===== config.mk =====
export PLATFORM = sky130hd
export DESIGN_NAME = dwt_d4_mac_pipe
export DESIGN_NICKNAME = d
export VERILOG_FILES = /design/src/rtl/dwt_d4_mac_pipe.sv
export SDC_FILE = /design/constraint.sdc
export NUM_CORES = 1
export LEC_CHECK = 0
export BUFFER_PORTS_ARGS = -buffer_cell sky130_fd_sc_hd__buf_2
export CAP_MARGIN = 20
export CORE_ASPECT_RATIO = 1.1
export CORE_MARGIN = 4
export CORE_UTILIZATION = 50
export CTS_CLUSTER_SIZE = 24
export DETAILED_ROUTE_END_ITERATION = 10
export PLACE_DENSITY = 0.69
export SLEW_MARGIN = 20
export SYNTH_ARGS = -nofsm -noshare
export SYNTH_HDL_FRONTEND = slang
export SYNTH_SLANG_ARGS = --single-unit

===== constraint.sdc =====
create_clock -name clk -period 5.6 [get_ports clk]
set_input_delay 0.56 -clock clk [delete_from_list [all_inputs] [get_ports clk]]
set_output_delay 0.56 -clock clk [all_outputs]
set_load 0.02 [all_outputs]

===== src/rtl/dwt_d4_mac_pipe.sv =====
// Daubechies-4 analysis MAC: one (low, high) coefficient pair per input pixel pair,
// with periodic/symmetric end-of-line extension, round-half-up and output saturation.
module dwt_d4_mac_pipe #(
  parameter int PIXEL_W   = 8,
  parameter int COEF_W    = 16,
  parameter int COEF_FRAC = 14,
  parameter int OUT_W     = 16,
  parameter int WIDTH     = 256,
  parameter int HEIGHT    = 256,
  parameter logic signed [COEF_W-1:0] H0 = COEF_W'(7913),
  parameter logic signed [COEF_W-1:0] H1 = COEF_W'(13705),
  parameter logic signed [COEF_W-1:0] H2 = COEF_W'(3672),
  parameter logic signed [COEF_W-1:0] H3 = COEF_W'(-2120),
  // row/column and pixel pointers share one port width
  localparam int PW = $clog2((WIDTH > HEIGHT) ? WIDTH : HEIGHT)
) (
  input  logic                 clk,
  input  logic                 rst,
  input  logic [2*PIXEL_W-1:0] i_data,
  input  logic                 i_valid,
  output logic                 i_ready,
  input  logic                 last_pixel,
  input  logic                 i_mode,
  input  logic [PW-1:0]        i_row_column_pointer,
  input  logic [PW-1:0]        i_pixel_pointer,
  output logic [OUT_W-1:0]     o_low,
  output logic [OUT_W-1:0]     o_high,
  output logic                 o_valid,
  output logic [PW-1:0]        o_row_column_pointer,
  output logic [PW-1:0]        o_pixel_pointer
);

  localparam int AW = PIXEL_W + COEF_W + 3;
  typedef logic signed [AW-1:0] acc_t;

  localparam logic signed [COEF_W-1:0] HC [4] = '{H0, H1, H2, H3};
  localparam logic signed [COEF_W-1:0] GC [4] = '{H3, -H2, H1, -H0};
  localparam acc_t RND  = acc_t'(2**(COEF_FRAC-1));
  localparam acc_t OMAX = acc_t'(2**(OUT_W-1) - 1);
  localparam acc_t OMIN = -OMAX - acc_t'(1);

  // state | meaning
  // EMPTY | no pair held; next accepted pair starts a line
  // HOLD  | prev pair held, waiting for its successor
  // FLUSH | input stalled one cycle, last pair launched with extension taps
  typedef enum logic [1:0] {EMPTY, HOLD, FLUSH} state_t;

  function automatic acc_t pix_ext(input logic [PIXEL_W-1:0] p);
    return acc_t'({{(AW-PIXEL_W){1'b0}}, p});
  endfunction

  function automatic acc_t coef_ext(input logic signed [COEF_W-1:0] c);
    return acc_t'({{(AW-COEF_W){c[COEF_W-1]}}, c});
  endfunction

  function automatic logic [OUT_W-1:0] sat(input acc_t v);
    if (v > OMAX)      return OMAX[OUT_W-1:0];
    else if (v < OMIN) return OMIN[OUT_W-1:0];
    else               return v[OUT_W-1:0];
  endfunction

  state_t state_q, state_d;
  logic [2*PIXEL_W-1:0] prev_q, first_q;
  logic [PW-1:0]        prev_pix_q, prev_row_q;
  logic                 mode_q;

  logic                 accept, launch;
  logic [PIXEL_W-1:0]   tap_d [4];

  logic                 l_vld_q;
  logic [PIXEL_W-1:0]   tap_q [4];
  logic [PW-1:0]        l_pix_q, l_row_q;

  logic                 p_vld_q;
  acc_t                 prod_lo_q [4];
  acc_t                 prod_hi_q [4];
  logic [PW-1:0]        p_pix_q, p_row_q;

  logic                 s_vld_q;
  acc_t                 sum_lo_d, sum_hi_d, rnd_lo_d, rnd_hi_d;
  acc_t                 sum_lo_q, sum_hi_q;
  logic [PW-1:0]        s_pix_q, s_row_q;

  assign i_ready = !rst && (state_q != FLUSH);
  assign accept  = i_valid && i_ready;

  always_comb begin
    state_d  = state_q;
    launch   = 1'b0;
    tap_d[0] = prev_q[2*PIXEL_W-1:PIXEL_W];
    tap_d[1] = prev_q[PIXEL_W-1:0];
    tap_d[2] = i_data[2*PIXEL_W-1:PIXEL_W];
    tap_d[3] = i_data[PIXEL_W-1:0];
    case (state_q)
      EMPTY: begin
        if (accept) state_d = last_pixel ? FLUSH : HOLD;
      end
      HOLD: begin
        if (accept) begin
          launch  = 1'b1;
          state_d = last_pixel ? FLUSH : HOLD;
        end
      end
      FLUSH: begin
        launch  = 1'b1;
        state_d = EMPTY;
        if (mode_q) begin
          tap_d[2] = prev_q[PIXEL_W-1:0];
          tap_d[3] = prev_q[2*PIXEL_W-1:PIXEL_W];
        end else begin
          tap_d[2] = first_q[2*PIXEL_W-1:PIXEL_W];
          tap_d[3] = first_q[PIXEL_W-1:0];
        end
      end
      default: state_d = EMPTY;
    endcase
  end

  always_comb begin
    sum_lo_d = RND;
    sum_hi_d = RND;
    for (int i = 0; i < 4; i++) begin
      sum_lo_d = sum_lo_d + prod_lo_q[i];
      sum_hi_d = sum_hi_d + prod_hi_q[i];
    end
    rnd_lo_d = sum_lo_d >>> COEF_FRAC;
    rnd_hi_d = sum_hi_d >>> COEF_FRAC;
  end

  always_ff @(posedge clk) begin
    if (rst) begin
      state_q              <= EMPTY;
      prev_q               <= '0;
      first_q              <= '0;
      prev_pix_q           <= '0;
      prev_row_q           <= '0;
      mode_q               <= 1'b0;
      l_vld_q              <= 1'b0;
      l_pix_q              <= '0;
      l_row_q              <= '0;
      p_vld_q              <= 1'b0;
      p_pix_q              <= '0;
      p_row_q              <= '0;
      s_vld_q              <= 1'b0;
      sum_lo_q             <= '0;
      sum_hi_q             <= '0;
      s_pix_q              <= '0;
      s_row_q              <= '0;
      o_valid              <= 1'b0;
      o_low                <= '0;
      o_high               <= '0;
      o_pixel_pointer      <= '0;
      o_row_column_pointer <= '0;
      for (int i = 0; i < 4; i++) begin
        tap_q[i]     <= '0;
        prod_lo_q[i] <= '0;
        prod_hi_q[i] <= '0;
      end
    end else begin
      state_q <= state_d;
      if (accept) begin
        prev_q     <= i_data;
        prev_pix_q <= i_pixel_pointer;
        prev_row_q <= i_row_column_pointer;
      end
      if (accept && state_q == EMPTY) begin
        first_q <= i_data;
        mode_q  <= i_mode;
      end

      // launch: the output always carries the pointer of the older pair
      l_vld_q <= launch;
      if (launch) begin
        for (int i = 0; i < 4; i++) tap_q[i] <= tap_d[i];
        l_pix_q <= prev_pix_q;
        l_row_q <= prev_row_q;
      end

      p_vld_q <= l_vld_q;
      for (int i = 0; i < 4; i++) begin
        prod_lo_q[i] <= pix_ext(tap_q[i]) * coef_ext(HC[i]);
        prod_hi_q[i] <= pix_ext(tap_q[i]) * coef_ext(GC[i]);
      end
      p_pix_q <= l_pix_q;
      p_row_q <= l_row_q;

      s_vld_q  <= p_vld_q;
      sum_lo_q <= rnd_lo_d;
      sum_hi_q <= rnd_hi_d;
      s_pix_q  <= p_pix_q;
      s_row_q  <= p_row_q;

      o_valid <= s_vld_q;
      if (s_vld_q) begin
        o_low                <= sat(sum_lo_q);
        o_high               <= sat(sum_hi_q);
        o_pixel_pointer      <= s_pix_q;
        o_row_column_pointer <= s_row_q;
      end
    end
  end

endmodule


==> run summary <==
run status -> finished clean
final setup fails -> 0
period utilization -> 89.8%
Pwr per Cell Area -> 475 nW/um^2
CTS resizes -> 0
CTS tree -> yes
die area -> 62900 sq um
pin count of the biggest net entering global routing -> 160
Distinct cells, synth -> 76
Antenna Nets Post-Route -> 0
Core Rows -> 93
maxcap violations -> 0
placer congestion estimate -> 0.896
share of cells above drive strength 1 -> 7.08%
CP Max Fanout -> 7
setup bufs post-CTS -> 0
Post-synth EDFFs -> 32
initial antenna violation count -> 5
area leader, netlist -> dfxtp_1
Fmax -> 199 MHz
Mapped Cells -> 3115
share of async-settable or async-resettable flops after synthesis -> 0%
max-slew violation count -> 0
slowest stage delay, CP -> 0.61 ns
via count -> 20259
clk root buf -> clkbuf_16
Core Area -> 58400 sq um
main flop type after synthesis -> dfxtp_1
PnR Total Power -> 15200 uW
synth-to-layout area growth -> 8.75%
first-pass GRT wire length -> 105 mm
sequential-to-total area share from yosys stat -> 25.4%
net count after synthesis -> 3879
hold_buf cts -> 0
First-pass DRT Iterations -> 5
post-synth top area share -> 22.2%
Final Skew -> 0.0292 ns
grt met2 use -> 35.0%
synth top area cells -> dfxtp_1 22%, ha_1 19%, fa_1 19%, inv_1 7.6%, edfxtp_1 3.3%
CTS Buffer Depth -> 3
vias in the first global route -> 20382
GR peak layer -> met2
IO Pins -> 87
routed len/inst -> 16.2 um
GRT overflow -> 0
mean number of vias per cell -> 5.11
startpoint types -> register
Max VDD drop -> 0.366 mV
slowest stage cell, crit path -> fa_1
Mapped Avg Cell Area -> 9.45 sq um
DR iter-0 viols -> 949
die height -> 263 um
Nets -> 3938
RSZ-0062 raised after global routing -> no
TNS Setup -> 0 ns
Total GRT Usage -> 20.6%
critical path class -> register to register
met1 GRT Util -> 28.1%
worst slew pin tran -> 1.07 ns
Initial Util -> 50.4%
H-Tree Depth -> 2
Final Hold Viols -> 0
Worst setup EP type -> register
Routed WL -> 64.4 mm
Worst slew margin -> 28.4%
grt met3 use -> 2.31%
WP data required -> 6.04 ns
#FFs+latches synth -> 358
Post-synth top cells -> 597 x inv_1, 452 x ha_1, 326 x dfxtp_1
TritonCTS Buffers -> 40
IO Port Bufs -> 86
Lkg Pwr -> 0.0159 uW
Data arrival, critical path -> 5.46 ns
post-layout min period -> 5.03 ns
worst-path cell chain -> inv_1 -> fa_1 -> inv_1 -> fa_1 -> inv_1 -> fa_1 -> fa_1 -> inv_1 -> ha_1 -> o21ai_0 -> a21oi_1 -> o41ai_1 -> o21ai_0 -> xnor2_1 -> nor2_1
Yosys Warn Count -> 0
Residual DRC -> 0
most common cell in the netlist -> inv_1
synthesized area -> 29500 sq um
worst hold path class -> primary input to register
Worst-Skew Late Latency -> 0.58 ns
dpl hpwl -> 51.5 mm
clk sink count -> 358
Worst-path clk slew -> 0.07 ns
Post-Route Utilization -> 54.8%
Die Wd -> 239 um
==> power by group <==
| part | total (uW) | switching (uW) | internal (uW) | leakage (uW) |
|---|---|---|---|---|
| logic | 9100 | 5220 | 3890 | 0.0122 |
| registers | 3330 | 287 | 3040 | 0.00301 |
| clock network | 2780 | 1170 | 1620 | 0.000702 |
| total | 15200 | 6670 | 8540 | 0.0159 |
==> worst max-delay path, delay by kind of cell (launching register included) <==
family | cells | cell delay, ns
AND/OR/NAND/NOR | 1 | 0.06
flip-flops | 1 | 0.50
AO/OA/AOI/OAI | 4 | 1.11
buffers and inverters | 4 | 0.43
XOR/XNOR | 1 | 0.21
adder cells (fa/ha/maj) | 5 | 2.59
==> metal layers <==
metal / wire length (um) / vias to the layer above
met1: 29400 / 9701
met2: 31000 / 288
met3: 2310 / 95
met5: 13 / -
li1: - / 10173
met4: 1670 / 2
==> kinds of logic after synthesis <==
kind of cell / after synthesis / share of synthesized area [%]
fa+ha+maj: 727 / 37.9
mux: 76 / 2.63
simple gates: 722 / 11.9
flops: 358 / 25.4
compound gates: 434 / 9.74
xor+xnor: 120 / 3.57
buf+inv: 678 / 8.81
==> path summary, 6_finish.rpt <==
check | start | endpoint | slack (ns) | depth (start not counted)
min reg2reg | p_pix_q[4]$_SDFF_PP0_ | s_pix_q[4]$_SDFF_PP0_ | 0.44 | 1
min | i_pixel_pointer[0] | prev_pix_q[0]$_SDFFE_PP0P_ | 0.17 | 3
max reg2reg | tap_q[0][2]$_SDFFCE_PN0P_ | prod_hi_q[0][17]$_SDFF_PP0_ | 0.57 | 15
max | tap_q[0][2]$_SDFFCE_PN0P_ | prod_hi_q[0][17]$_SDFF_PP0_ | 0.57 | 15
==> placed cells by master (no fill, tap or decap), drive strengths merged, types with 25 or more instances in the layout <==
cell type / n
a21oi: 122
a211oi: 33
dfxtp: 326
buf: 97
fa: 275
nor3: 32
nor2: 237
ha: 452
nand2: 171
o21ai: 94
nand2b: 56
xor2: 50
edfxtp: 32
mux2i: 64
xnor2: 70
clkbuf: 50
a21o: 71
inv: 605
and2: 25
nor2b: 93
==> state kept, by name (all words and copies together), names as in the netlist, 2 cells and up <==
name	count
o_low	14
tap_q	32
sum_hi_q	13
l_pix_q	8
p_row_q	8
prev_q	16
s_row_q	8
s_pix_q	8
prod_lo_q	71
p_pix_q	8
o_high	14
o_row_column_pointer	8
prev_pix_q	8
prod_hi_q	82
state_q	2
sum_lo_q	13
first_q	16
o_pixel_pointer	8
l_row_q	8
prev_row_q	8
==> metrics by stage <==
stage,setup WS [ns],cell area [sq um],hold WS [ns],instances
after floorplan,0.832,29500,0.414,3115
after global placement,0.611,30600,0.419,3892
after detailed placement,0.526,30600,0.420,3892
after CTS,0.484,32000,0.149,3966
after global routing,0.0246,32000,0.157,3968
final,0.573,32000,0.174,3968
==> area by class of cell <==
class / count / area, sq um
flip-flops and latches: 358 / 7490
fillers: 5298 / 26400
well taps: 760 / 951
repair buffers: 97 / 536
clock buffers: 50 / 1170
multi-input cells: 2079 / 19400
diodes: 2 / 5.00
clock inverters: 24 / 259
inverters: 598 / 2240
(Power assumes the default switching activity.)
